$ cat config.mk
export PLATFORM = sky130hd
export DESIGN_NAME = seg7_scan_ctrl_flat
export DESIGN_NICKNAME = d
export VERILOG_FILES = /design/src/rtl/seg7_scan_if.sv /design/src/rtl/seg7_scan_ctrl.sv /design/src/flat_wrapper.sv
export SDC_FILE = /design/constraint.sdc
export NUM_CORES = 1
export LEC_CHECK = 0
export CAP_MARGIN = 5
export CORE_MARGIN = 5
export CORE_UTILIZATION = 35
export CTS_CLUSTER_DIAMETER = 100
export DETAILED_ROUTE_END_ITERATION = 6
export GPL_ROUTABILITY_DRIVEN = 1
export HOLD_SLACK_MARGIN = 0.1
export MAX_ROUTING_LAYER = met4
export PLACE_DENSITY = 0.5
export SLEW_MARGIN = 20
export SYNTH_ARGS = -nofsm -noshare
export SYNTH_HDL_FRONTEND = slang
export SYNTH_SLANG_ARGS = --single-unit
$ cat constraint.sdc
create_clock -name clk -period 7.8 [get_ports clk]
set_clock_uncertainty 0.05 [all_clocks]
set_input_delay 1.56 -clock clk [delete_from_list [all_inputs] [get_ports clk]]
set_output_delay 1.56 -clock clk [all_outputs]
set_load 0.005 [all_outputs]
$ cat src/rtl/seg7_scan_if.sv
// Bus bundle between a value-register master and the 7-segment scan controller.
interface seg7_scan_if #(
  parameter int unsigned DIGITS = 6,
  parameter int unsigned SEL_W  = 3
);
  logic                  load;
  logic [4*DIGITS-1:0]   data_in;
  logic [DIGITS-1:0]     dp_in;
  logic [DIGITS-1:0]     blank_in;
  logic [SEL_W-1:0]      sel;
  logic [7:0]            seg;
  logic                  pending;
  logic                  frame_done;

  modport master (
    output load, data_in, dp_in, blank_in,
    input  sel, seg, pending, frame_done
  );

  modport slave (
    input  load, data_in, dp_in, blank_in,
    output sel, seg, pending, frame_done
  );
endinterface

$ cat src/rtl/seg7_scan_ctrl.sv
// Multiplexed 7-segment scanner with shadow/display registers committed at frame boundaries.
// Optional feature: define LEADING_ZERO_BLANK_EN to suppress leading zero digits.
module seg7_scan_ctrl #(
  parameter int unsigned DIGITS     = 6,
  parameter int unsigned SEL_W      = 3,
  parameter int unsigned CLK_DIV    = 1,
  parameter int unsigned SEG_ACT_LO = 1
) (
  input logic        clk,
  input logic        rst,
  seg7_scan_if.slave bus
);
  localparam int unsigned PresW = (CLK_DIV > 1) ? $clog2(CLK_DIV) : 1;
  localparam logic [7:0]  Dark  = (SEG_ACT_LO != 0) ? 8'hFF : 8'h00;

  logic [PresW-1:0]    presc_q, presc_d;
  logic [SEL_W-1:0]    idx_q, idx_d;
  logic [4*DIGITS-1:0] shd_data_q, shd_data_d, disp_data_q, disp_data_d;
  logic [DIGITS-1:0]   shd_dp_q, shd_dp_d, disp_dp_q, disp_dp_d;
  logic [DIGITS-1:0]   shd_blank_q, shd_blank_d, disp_blank_q, disp_blank_d;
  logic                pending_q, pending_d;
  logic                frame_done_q, frame_done_d;
  logic [7:0]          seg_q, seg_d;
  logic                tick, boundary;
  logic [4*DIGITS-1:0] data_sh;
  logic [DIGITS-1:0]   dp_sh, blank_sh;
  logic [7:0]          raw;
  int unsigned         pos;
`ifdef LEADING_ZERO_BLANK_EN
  logic [DIGITS-1:0]   lz_q, lz_d, lz_sh;
`endif

  // Active-low a..g pattern, bit 0 = a.
  function automatic logic [6:0] font(input logic [3:0] n);
    logic [6:0] f;
    case (n)
      4'h0: f = 7'h40;  4'h1: f = 7'h79;  4'h2: f = 7'h24;  4'h3: f = 7'h30;
      4'h4: f = 7'h19;  4'h5: f = 7'h12;  4'h6: f = 7'h02;  4'h7: f = 7'h78;
      4'h8: f = 7'h00;  4'h9: f = 7'h10;  4'hA: f = 7'h08;  4'hB: f = 7'h03;
      4'hC: f = 7'h46;  4'hD: f = 7'h21;  4'hE: f = 7'h06;  default: f = 7'h0E;
    endcase
    return f;
  endfunction

`ifdef LEADING_ZERO_BLANK_EN
  // Bit DIGITS-1 = digit 0; the last digit is never suppressed.
  function automatic logic [DIGITS-1:0] lz_mask(input logic [4*DIGITS-1:0] d);
    logic [DIGITS-1:0]   m;
    logic [4*DIGITS-1:0] sh;
    logic                run;
    m   = '0;
    run = 1'b1;
    for (int unsigned i = 0; i < DIGITS - 1; i++) begin
      sh  = d << (4 * i);
      run = run && (sh[4*DIGITS-1 -: 4] == 4'h0);
      m   = {m[DIGITS-2:0], run};
    end
    return {m[DIGITS-2:0], 1'b0};
  endfunction
`endif

  always_comb begin
    tick     = (presc_q == PresW'(CLK_DIV - 1));
    boundary = tick && (idx_q == SEL_W'(DIGITS - 1));
    presc_d  = tick ? '0 : presc_q + 1'b1;
    idx_d    = idx_q;
    if (tick) idx_d = boundary ? '0 : idx_q + 1'b1;

    shd_data_d   = shd_data_q;
    shd_dp_d     = shd_dp_q;
    shd_blank_d  = shd_blank_q;
    disp_data_d  = disp_data_q;
    disp_dp_d    = disp_dp_q;
    disp_blank_d = disp_blank_q;
    pending_d    = pending_q;
    frame_done_d = boundary;
`ifdef LEADING_ZERO_BLANK_EN
    lz_d         = lz_q;
`endif

    // A load landing on the boundary bypasses the shadow entirely.
    if (bus.load && boundary) begin
      disp_data_d  = bus.data_in;
      disp_dp_d    = bus.dp_in;
      disp_blank_d = bus.blank_in;
      pending_d    = 1'b0;
`ifdef LEADING_ZERO_BLANK_EN
      lz_d         = lz_mask(bus.data_in);
`endif
    end else if (bus.load) begin
      shd_data_d  = bus.data_in;
      shd_dp_d    = bus.dp_in;
      shd_blank_d = bus.blank_in;
      pending_d   = 1'b1;
    end else if (boundary && pending_q) begin
      disp_data_d  = shd_data_q;
      disp_dp_d    = shd_dp_q;
      disp_blank_d = shd_blank_q;
      pending_d    = 1'b0;
`ifdef LEADING_ZERO_BLANK_EN
      lz_d         = lz_mask(shd_data_q);
`endif
    end

    // seg is decoded from next-state idx/display so it lands on the same edge as sel.
    pos      = DIGITS - 1 - 32'(idx_d);
    data_sh  = disp_data_d >> (4 * pos);
    dp_sh    = disp_dp_d >> pos;
    blank_sh = disp_blank_d >> pos;
    raw      = {~dp_sh[0], font(data_sh[3:0])};
`ifdef LEADING_ZERO_BLANK_EN
    lz_sh    = lz_d >> pos;
    if (lz_sh[0]) raw = {~dp_sh[0], 7'h7F};
`endif
    if (blank_sh[0]) raw = 8'hFF;
    seg_d = (SEG_ACT_LO != 0) ? raw : ~raw;
  end

  always_ff @(posedge clk) begin
    if (rst) begin
      presc_q      <= '0;
      idx_q        <= '0;
      shd_data_q   <= '0;
      shd_dp_q     <= '0;
      shd_blank_q  <= '0;
      disp_data_q  <= '0;
      disp_dp_q    <= '0;
      disp_blank_q <= '1;
      pending_q    <= 1'b0;
      frame_done_q <= 1'b0;
      seg_q        <= Dark;
`ifdef LEADING_ZERO_BLANK_EN
      lz_q         <= '0;
`endif
    end else begin
      presc_q      <= presc_d;
      idx_q        <= idx_d;
      shd_data_q   <= shd_data_d;
      shd_dp_q     <= shd_dp_d;
      shd_blank_q  <= shd_blank_d;
      disp_data_q  <= disp_data_d;
      disp_dp_q    <= disp_dp_d;
      disp_blank_q <= disp_blank_d;
      pending_q    <= pending_d;
      frame_done_q <= frame_done_d;
      seg_q        <= seg_d;
`ifdef LEADING_ZERO_BLANK_EN
      lz_q         <= lz_d;
`endif
    end
  end

  assign bus.sel        = idx_q;
  assign bus.seg        = seg_q;
  assign bus.pending    = pending_q;
  assign bus.frame_done = frame_done_q;
endmodule

$ cat src/flat_wrapper.sv
// flat-port wrapper written by rule: the top's interface ports become plain ports
module seg7_scan_ctrl_flat 
#(
  parameter int unsigned DIGITS     = 6,
  parameter int unsigned SEL_W      = 3,
  parameter int unsigned CLK_DIV    = 1,
  parameter int unsigned SEG_ACT_LO = 1
)
  (clk, rst, bus_load, bus_data_in, bus_dp_in, bus_blank_in, bus_sel, bus_seg, bus_pending, bus_frame_done);
  seg7_scan_if #(.DIGITS(DIGITS), .SEL_W(SEL_W)) bus_i ();
  input logic clk;
  input logic rst;
  input wire logic [$bits(bus_i.load)-1:0] bus_load;
  input wire logic [$bits(bus_i.data_in)-1:0] bus_data_in;
  input wire logic [$bits(bus_i.dp_in)-1:0] bus_dp_in;
  input wire logic [$bits(bus_i.blank_in)-1:0] bus_blank_in;
  output wire logic [$bits(bus_i.sel)-1:0] bus_sel;
  output wire logic [$bits(bus_i.seg)-1:0] bus_seg;
  output wire logic [$bits(bus_i.pending)-1:0] bus_pending;
  output wire logic [$bits(bus_i.frame_done)-1:0] bus_frame_done;
  assign bus_i.load = bus_load;
  assign bus_i.data_in = bus_data_in;
  assign bus_i.dp_in = bus_dp_in;
  assign bus_i.blank_in = bus_blank_in;
  assign bus_sel = bus_i.sel;
  assign bus_seg = bus_i.seg;
  assign bus_pending = bus_i.pending;
  assign bus_frame_done = bus_i.frame_done;
  seg7_scan_ctrl #(.DIGITS(DIGITS), .SEL_W(SEL_W), .CLK_DIV(CLK_DIV), .SEG_ACT_LO(SEG_ACT_LO)) u_core (.clk(clk), .rst(rst), .bus(bus_i));
endmodule
==> flow_summary.json, run 1 <==
{
  "utilization_pct": 42.8,
  "place_congestion": 0.828,
  "layout_min_cycle_time_ns": 4.80,
  "wl_um": 13100,
  "cp.required_ns": 7.98,
  "holdPathEnd": "u_core.shd_data_q[12]$_SDFFE_PP0P_",
  "p_leak_nw": 1.90,
  "antenna_left": 0,
  "track_usage_pct": 18.9,
  "register_area_um2": 1720,
  "cts_setup_buffers": 0,
  "antenna_found_initial": 0,
  "crit_chain": "clkdlybuf4s50_1 -> buf_4 -> and4b_1 -> a22oi_1 -> o21ai_0 -> mux2i_1 -> o211ai_1 -> inv_1 -> ha_1 -> nand3_1 -> mux2i_1 -> a221o_1",
  "grt_pass1_vias": 3903,
  "syn_avg_cell_area_um2": 8.15,
  "start_kind": "input port",
  "slew-limit-headroom_pct": 32.3,
  "grt_max_degree": 67,
  "synth_top_flop_cell": "dfxtp_1",
  "m1WireLength_um": 6180,
  "synth.distinct_cells": 68,
  "dieArea_um2": 14600,
  "syn_inst": 529,
  "finalCritPeriodShare_pct": 61.6,
  "die_w_um": 121,
  "drv_cap": 0,
  "vias": 4004,
  "reg2regPathDepth": 13,
  "reg2reg_to": "u_core.bus.seg[0]$_SDFF_PP1_",
  "cts_htree_levels": 3,
  "yosysTopAreaCellShare_pct": 40.0,
  "initial_core_util_pct": 35.7,
  "cts_sinks": 86,
  "wl_per_cell_um": 17.9,
  "clk_path_buf_depth": 2,
  "cp-startpoint": "bus_load",
  "hold_violations": 0,
  "r2r_setup_slack_ns": 3.06,
  "synth_edf_count": 0,
  "multi_input_area_um2": 2370,
  "coreArea_um2": 12100,
  "cts-resized-gates": 0,
  "critical_path_arrival_ns": 4.98,
  "synth_warnings": 0,
  "crit_slowest_cell": "and4b_1",
  "synth_fp_nets": 577,
  "holdBufCountCts": 0,
  "clock_latency_ns": 0.34,
  "tightest_slew_ns": 1.01,
  "grt_pass1_wl_um": 21200,
  "via_per_inst": 5.48,
  "grt-ovfl-total": 0,
  "antennaDiodeCount": 0,
  "ys_ff_latch": 86,
  "seq_area_frac_synth_pct": 40.0,
  "met3WireLength_um": 587,
  "max_freq_mhz": 208,
  "synth.most_common_cell": "nand2_1",
  "routed.top_layer": "met4",
  "synthToLayoutAreaGrowth_pct": 19.8,
  "ir_worst_vdd_uv": 101,
  "finalMaxSlewViolations": 0,
  "clk_pin_slew_ns": 0.06,
  "dp_hpwl_um": 8770,
  "criticalPathCategory": "input port to flip-flop",
  "cp_common_cell": "mux2i_1",
  "crit_path_end_kind": "flip-flop",
  "rr_startpoint": "u_core.bus.sel[0]$_SDFF_PP0_",
  "rsz0062_at_grt": "false",
  "num_rows": 40,
  "synthTopCellsByCount": "nand2_1 (91), dfxtp_1 (86), a21oi_1 (51)",
  "hp-class": "flip-flop to flip-flop",
  "drcViolationCount": 0,
  "nNetsFinal": 607,
  "whs_ns": 0.406,
  "io_pins": 52,
  "ys_async_sr_fraction_pct": 0,
  "drt-pass1-iter-count": 4,
  "wl_met2_um": 6000,
  "holdPathStages": 2,
  "synth_area_leaders": "dfxtp_1 (40%), nand2_1 (7.9%), a21oi_1 (5.9%)",
  "cts_tree": "yes",
  "fin_setup_tns_ns": 0,
  "syn_area_um2": 4310,
  "drive_gt1_share_pct": 6.22,
  "fill_cells": 1235,
  "die_h_um": 121,
  "yosys.area.top_type": "dfxtp_1",
  "setup_viol": 0,
  "port_buffers": 51,
  "dr.first_iter.drc_count": 341,
  "outcome": "finished clean",
  "root_buffer": "clkbuf_16",
  "hp-start": "u_core.shd_data_q[12]$_SDFFE_PP0P_",
  "power_density_nw_per_um2": 196,
  "cts_buffers": 9,
  "cp_max_fo": 25,
  "cp_slowest_stage_delay_ns": 0.86
}
## worst max-delay path, delay by kind of cell
family,cells,cell delay [ns]
adder cells (fa/ha/maj),1,0.23
buffers and inverters,3,0.90
multiplexers,2,0.24
AO/OA/AOI/OAI,4,1.09
AND/OR/NAND/NOR,2,0.94
## power breakdown
| group | internal, W | leakage [nW] | switching (W) |
|---|---|---|---|
| logic | 0.0000644 | 1.06 | 0.0000849 |
| registers | 0.000456 | 0.702 | 0.0000104 |
| clock network | 0.000231 | 0.133 | 0.000167 |
| total | 0.000752 | 1.90 | 0.000262 |
## metrics by stage
stage          cells  cell area, um2  total power (W)  setup WS [ns]
3_3_place_gp     716            4890         0.000625           2.75
6_report         731            5160          0.00101           3.00
4_1_cts          731            5160          0.00103           3.02
3_5_place_dp     716            4890         0.000626           2.66
5_1_grt          731            5160          0.00106           2.70
2_1_floorplan    529            4310         0.000561           3.97
## layout make-up
cell class                 count  share of cell area, %
tap                          168                   4.07
sequential                    86                   33.4
clock buffer                  14                   5.12
clock inverter                 1                 0.0970
multi-input combinational    395                   46.0
timing repair buffer          57                   10.7
inverter                      10                  0.727
## worst max-delay path by stage
stage	endpoint	slack (ns)	depth (start not counted)
2_1_floorplan	u_core.bus.seg[0]$_SDFF_PP1_	3.97	12
3_3_place_gp	u_core.bus.seg[0]$_SDFF_PP1_	2.75	12
3_5_place_dp	u_core.bus.seg[1]$_SDFF_PP1_	2.66	11
4_1_cts	u_core.bus.seg[1]$_SDFF_PP1_	3.02	11
5_1_grt	u_core.bus.seg[1]$_SDFF_PP1_	2.70	11
6_report	u_core.bus.seg[0]$_SDFF_PP1_	3.00	12
## layout by cell type, fill, tap and decap left out, drive strengths merged, types with 11 or more instances in the layout
cell,synthesis,layout
dfxtp,86,86
clkbuf,20,14
nor2,45,45
nand3,16,16
nand2,91,91
a21oi,53,53
mux2i,12,12
o21ai,31,31
clkdlybuf4s50,0,50
and2,11,11
## cell families (layout without fill, tap and decap cells)
kind of cell	after synthesis	after routing	share of synthesized area (%)
compound gates	179	179	29.1
fa+ha+maj	9	9	2.61
buf+inv	48	82	5.05
flops	86	86	40.0
mux	12	12	2.79
other cells	1	1	0.0870
simple gates	194	194	20.4
## registers in the layout (all words and copies together), names as in the netlist
name,cells
u_core.bus.frame_done,1
u_core.bus.pending,1
u_core.bus.seg,8
u_core.bus.sel,3
u_core.disp_blank_q,6
u_core.disp_data_q,24
u_core.disp_dp_q,6
u_core.presc_q,1
u_core.shd_blank_q,6
u_core.shd_data_q,24
u_core.shd_dp_q,6
## layer usage
metal | vias to the layer above | global-route usage (%)
met5 | - | -
met4 | 0 | 8.07
met3 | 23 | 2.98
met2 | 116 | 29.2
met1 | 1891 | 24.6
li1 | 1974 | -
Power figures use the tool's default switching activity.
==> run 2: changes to the inputs <==
==> constraint.sdc (replaced) <==
create_clock -name clk -period 4.9 [get_ports clk]
set_clock_uncertainty 0.05 [all_clocks]
set_input_delay 0.98 -clock clk [delete_from_list [all_inputs] [get_ports clk]]
set_output_delay 0.98 -clock clk [all_outputs]
set_load 0.005 [all_outputs]
==> run 2 against run 1 <==
Utilization is 0.16 points higher. Die area unchanged. Highest routed layer unchanged. Via count is 0.12% higher. Routed wire length about the same. Combinational power grew 62%. Critical path type is now flip-flop to flip-flop.
==> flow_summary.json, run 2 (same netlist as run 1, synthesis figures left out) <==
{
  "outcome": "finished clean",
  "layout_common_cells": "nand2_1 (91), dfxtp_1 (86), a21oi_1 (51), clkdlybuf4s50_1 (50), nor2_1 (43)",
  "cts_htree_levels": 3,
  "clk_pin_slew_ns": 0.06,
  "antenna_found_initial": 0,
  "holdPathStages": 2,
  "max_freq_mhz": 231,
  "cts_sinks": 86,
  "cts_buffers": 9,
  "cp_common_cell": "ha_1",
  "cts_setup_buffers": 0,
  "criticalPathCategory": "flip-flop to flip-flop",
  "finalMaxSlewViolations": 0,
  "grt_use_met1_pct": 24.8,
  "rr_startpoint": "u_core.bus.sel[0]$_SDFF_PP0_",
  "reg2reg_to": "u_core.bus.seg[0]$_SDFF_PP1_",
  "place_congestion": 0.865,
  "crit_chain": "ha_1 -> a211oi_2 -> nor2_1 -> inv_1 -> ha_1 -> o21ai_1 -> a311o_1 -> o211ai_1 -> inv_1 -> ha_1 -> nand3_1 -> mux2i_1 -> a221o_1",
  "track_usage_pct": 19.0,
  "grt-ovfl-total": 0,
  "fin_setup_tns_ns": 0,
  "grt_util_met2_pct": 29.3,
  "nNetsFinal": 612,
  "wl_um": 13100,
  "via_per_inst": 5.45,
  "slew-limit-headroom_pct": 35.8,
  "drv_cap": 0,
  "r2r_setup_slack_ns": 0.56,
  "layout_min_cycle_time_ns": 4.34,
  "path_buf_inv": 2,
  "wl_per_cell_um": 17.8,
  "grt_pass1_wl_um": 21300,
  "critical_path_arrival_ns": 4.51,
  "coreArea_um2": 12100,
  "antennaDiodeCount": 0,
  "clk_path_buf_depth": 2,
  "crit_slowest_cell": "ha_1",
  "root_buffer": "clkbuf_16",
  "setup_viol": 0,
  "dr.first_iter.drc_count": 327,
  "cp_max_fo": 12,
  "tightest_slew_ns": 0.960,
  "synthToLayoutAreaGrowth_pct": 20.2,
  "io_pins": 52,
  "holdBufCountCts": 0,
  "antenna_left": 0,
  "top_usage_layer": "met2",
  "hp-start": "u_core.shd_data_q[1]$_SDFFE_PP0P_",
  "clock_latency_ns": 0.34,
  "num_rows": 40,
  "drcViolationCount": 0,
  "holdPathEnd": "u_core.shd_data_q[1]$_SDFFE_PP0P_",
  "reg2regPathDepth": 13,
  "utilization_pct": 42.9,
  "critical-path-top-delay-family": "compound AO/OA/AOI/OAI gates",
  "die_h_um": 121,
  "port_buffers": 51,
  "final_common_cell": "nand2_1",
  "start_kind": "flip-flop",
  "die_w_um": 121,
  "grt_pass1_vias": 3943,
  "hold_violations": 0,
  "power_density_nw_per_um2": 307,
  "power_w": 0.00159,
  "ir_worst_vdd_uv": 107,
  "crit_path_end_kind": "flip-flop",
  "cts_tree": "yes",
  "p_leak_nw": 1.91,
  "grt_max_degree": 66,
  "vias": 4009,
  "drt-pass1-iter-count": 5,
  "hp-class": "flip-flop to flip-flop",
  "cts-resized-gates": 0,
  "dp_hpwl_um": 9010,
  "dieArea_um2": 14600,
  "rsz0062_at_grt": "false",
  "cp.required_ns": 5.07,
  "grtUsageMet3_pct": 3.54,
  "finalCritPeriodShare_pct": 88.5,
  "drive_gt1_share_pct": 6.87,
  "cp_slowest_stage_delay_ns": 0.61,
  "initial_core_util_pct": 35.7
}
==> run 2: cell types whose count changed in the layout (fill, tap and decap cells not counted) <==
cell      change
buf_4         +5
clkbuf_1      +1
clkinv_2      +1
clkbuf_8      -2
==> run 2: worst reg2reg max path, cell delays in order (launching register included) <==
cell and delay (ns):
dfxtp_1 0.50, ha_1 0.54, a211oi_2 0.18, nor2_1 0.16, inv_1 0.13, ha_1 0.61, o21ai_1 0.38, a311o_1 0.44
o211ai_1 0.27, inv_1 0.21, ha_1 0.25, nand3_1 0.07, mux2i_1 0.08, a221o_1 0.35
==> run 2: routing by layer <==
metal	vias to the layer above	wire, um
met4	0	265
met5	-	0
met1	1888	6200
met2	116	6020
li1	1987	-
met3	18	623
==> run 2: metrics by stage <==
step           instances  worst slack, ns  instance area, um2  hold slack [ns]
6_report             736            0.564                5180            0.405
5_1_grt              736            0.174                5180            0.429
4_1_cts              736            0.538                5180            0.409
3_5_place_dp         721            0.593                4930            0.400
3_3_place_gp         721            0.678                4930            0.387
2_1_floorplan        529             1.34                4310            0.381
==> run 2: area by class of cell <==
| type | instances | area [um2] |
|---|---|---|
| Clock buffer | 13 | 240 |
| Timing Repair Buffer | 62 | 588 |
| Inverter | 10 | 37.5 |
| Sequential cell | 86 | 1720 |
| Multi-Input combinational cell | 395 | 2370 |
| Clock inverter | 2 | 10.0 |
| Tap cell | 168 | 210 |
| Fill cell | 1243 | 6880 |
==> run 2: power by group <==
part	switching (W)	total (W)	internal, W
sequential	0.0000165	0.000743	0.000726
combinational	0.000137	0.000242	0.000104
clock	0.000266	0.000606	0.000340
total	0.000420	0.00159	0.00117
==> run 2: how the worst max path moves through the flow <==
| stage | from | endpoint | slack [ns] | cells past startpoint |
|---|---|---|---|---|
| 2_1_floorplan | u_core.bus.sel[0]$_SDFF_PP0_ | u_core.bus.seg[0]$_SDFF_PP1_ | 1.34 | 15 |
| 3_3_place_gp | u_core.bus.sel[0]$_SDFF_PP0_ | u_core.bus.seg[0]$_SDFF_PP1_ | 0.68 | 13 |
| 3_5_place_dp | u_core.bus.sel[0]$_SDFF_PP0_ | u_core.bus.seg[1]$_SDFF_PP1_ | 0.59 | 12 |
| 4_1_cts | u_core.bus.sel[0]$_SDFF_PP0_ | u_core.bus.seg[1]$_SDFF_PP1_ | 0.54 | 12 |
| 5_1_grt | u_core.bus.sel[0]$_SDFF_PP0_ | u_core.bus.seg[1]$_SDFF_PP1_ | 0.17 | 12 |
| 6_report | u_core.bus.sel[0]$_SDFF_PP0_ | u_core.bus.seg[0]$_SDFF_PP1_ | 0.56 | 13 |
==> run 3: changes to the inputs <==
--- a/config.mk
+++ b/config.mk
@@ -5,12 +5,13 @@
 export SDC_FILE = /design/constraint.sdc
 export NUM_CORES = 1
 export LEC_CHECK = 0
-export CAP_MARGIN = 5
+export CAP_MARGIN = 20
 export CORE_MARGIN = 5
 export CORE_UTILIZATION = 35
 export CTS_CLUSTER_DIAMETER = 100
 export DETAILED_ROUTE_END_ITERATION = 6
 export GPL_ROUTABILITY_DRIVEN = 1
+export GPL_TIMING_DRIVEN = 0
 export HOLD_SLACK_MARGIN = 0.1
 export MAX_ROUTING_LAYER = met4
 export PLACE_DENSITY = 0.5
==> run 3 against run 2 <==
Sequential share of layout area down 0.94 points. Die area is the same. Hold slack got worse by 0.0021 ns. Critical path depth grew 1. Largest power group unchanged.
==> flow_summary.json, run 3 (same netlist as run 1, synthesis figures left out) <==
{
  "hp-start": "u_core.shd_dp_q[0]$_SDFFE_PP0P_",
  "power_density_nw_per_um2": 318,
  "initial_core_util_pct": 35.7,
  "max_freq_mhz": 225,
  "layout_common_cells": "nand2_1 (91), dfxtp_1 (86), a21oi_1 (51), clkdlybuf4s50_1 (51), nor2_1 (43)",
  "clock_latency_ns": 0.35,
  "grt_max_degree": 14,
  "die_w_um": 121,
  "clk_pin_slew_ns": 0.06,
  "grt_pass1_vias": 4139,
  "finalCritPeriodShare_pct": 90.6,
  "vias": 4217,
  "grt-ovfl-total": 0,
  "antenna_left": 0,
  "outcome": "finished clean",
  "dieArea_um2": 14600,
  "hp-class": "flip-flop to flip-flop",
  "io_pins": 52,
  "layout_min_cycle_time_ns": 4.44,
  "tightest_slew_ns": 0.769,
  "p_leak_nw": 1.98,
  "antenna_found_initial": 0,
  "wl_um": 15100,
  "cts_tree": "yes",
  "place_area_um2": 5030,
  "switching_share_pct": 26.0,
  "track_usage_pct": 21.9,
  "drive_gt1_share_pct": 7.56,
  "final_common_cell": "nand2_1",
  "crit_path_end_kind": "flip-flop",
  "fin_setup_tns_ns": 0,
  "fill_cells": 1234,
  "slew-limit-headroom_pct": 48.7,
  "antennaDiodeCount": 0,
  "dp_cells": 748,
  "layout.cells.non_filler": 763,
  "clk_path_buf_depth": 2,
  "rr_startpoint": "u_core.bus.sel[0]$_SDFF_PP0_",
  "drcViolationCount": 0,
  "crit_chain": "ha_1 -> buf_4 -> a211oi_2 -> nor2_2 -> inv_1 -> ha_1 -> o21ai_1 -> a311o_1 -> o211ai_1 -> inv_1 -> ha_1 -> nand3_1 -> mux2i_1 -> a221o_1",
  "holdBufCountCts": 0,
  "clock_power_share_pct": 41.1,
  "cts_sinks": 86,
  "ir_worst_vdd_uv": 148,
  "via_per_inst": 5.53,
  "drt-pass1-iter-count": 5,
  "critical_path_arrival_ns": 4.62,
  "combPwrFrac_pct": 15.1,
  "finalMaxSlewViolations": 0,
  "cts_buffers": 9,
  "cts_htree_levels": 3,
  "cp.required_ns": 5.08,
  "synthToLayoutAreaGrowth_pct": 23.7,
  "crit_slowest_cell": "ha_1",
  "cp_common_cell": "ha_1",
  "hold_violations": 0,
  "power.share.sequential_pct": 43.8,
  "start_kind": "flip-flop",
  "cp-startpoint": "u_core.bus.sel[0]$_SDFF_PP0_",
  "dp_hpwl_um": 10700,
  "wl_per_cell_um": 19.8,
  "fin_area_um2": 5330,
  "internal_power_w": 0.00125,
  "nNetsFinal": 638,
  "p_sw_w": 0.000439,
  "num_rows": 40,
  "coreArea_um2": 12100,
  "drv_cap": 0,
  "grt_pass1_wl_um": 23700,
  "cp_max_fo": 12,
  "die_h_um": 121,
  "setup_viol": 0,
  "criticalPathCategory": "flip-flop to flip-flop",
  "port_buffers": 51,
  "place_congestion": 0.882,
  "dr.first_iter.drc_count": 407,
  "root_buffer": "clkbuf_16",
  "rsz0062_at_grt": "false",
  "cp_slowest_stage_delay_ns": 0.60
}
==> run 3: cell type report <==
type / instances / area (um2) / share of cell area [%]
Multi-Input combinational cell: 395 / 2370 / 44.5
Clock buffer: 12 / 256 / 4.81
Tap cell: 168 / 210 / 3.94
Buffer: 37 / 176 / 3.31
Sequential cell: 86 / 1720 / 32.3
Inverter: 10 / 37.5 / 0.704
Clock inverter: 4 / 45.0 / 0.845
Timing Repair Buffer: 51 / 510 / 9.58
==> run 3: through the flow <==
step	util (%)	worst slack [ns]	hold WS (ns)	total power [W]
after global placement	41.7	0.0934	0.390	0.00101
after global routing	44.2	0.129	0.426	0.00177
final	44.2	0.459	0.403	0.00169
after CTS	44.2	0.0504	0.410	0.00171
after floorplan	-	1.34	0.381	0.000893
after detailed placement	41.7	0.0664	0.400	0.00101
==> run 3: critical path, delay by kind of cell, from the launching register on <==
kind | cells | cell delay [ns]
buf+inv | 3 | 0.59
flops | 1 | 0.50
compound gates | 5 | 1.57
fa+ha+maj | 3 | 1.09
simple gates | 2 | 0.41
mux | 1 | 0.08
==> run 3: power groups by stage <==
stage / Sequential, W / Combinational (W) / Clock (W)
floorplan: 0.000754 / 0.000139 / 0
global placement: 0.000756 / 0.000251 / 0
detailed placement: 0.000757 / 0.000253 / 0
finish: 0.000742 / 0.000255 / 0.000696
CTS: 0.000742 / 0.000254 / 0.000714
global route: 0.000744 / 0.000277 / 0.000747
==> run 3: path summary, 6_finish.rpt <==
| kind | to | slack [ns] | cells after the start |
|---|---|---|---|
| setup / recovery | u_core.bus.seg[0]$_SDFF_PP1_ | 0.46 | 14 |
| setup reg to reg | u_core.bus.seg[0]$_SDFF_PP1_ | 0.46 | 14 |
| hold / removal | u_core.shd_dp_q[0]$_SDFFE_PP0P_ | 0.40 | 2 |
| hold reg to reg | u_core.shd_dp_q[0]$_SDFFE_PP0P_ | 0.40 | 2 |
==> run 3: repair_timing <==
item / in CTS / in global routing
setup endpoints to repair: 0 / 7
endpoints found under the hold margin: 0 / 0
gates resized for setup: 0 / 1
buffers inserted: 0 / 0
==> run 3: per-layer routing <==
layer | vias to the layer above | track usage (%) | share of wire [%]
met4 | 0 | 7.65 | 2.0
met1 | 2013 | 29.0 | 47
met5 | - | - | 0
met2 | 135 | 34.2 | 47
met3 | 20 | 3.31 | 4.6
li1 | 2049 | - | -
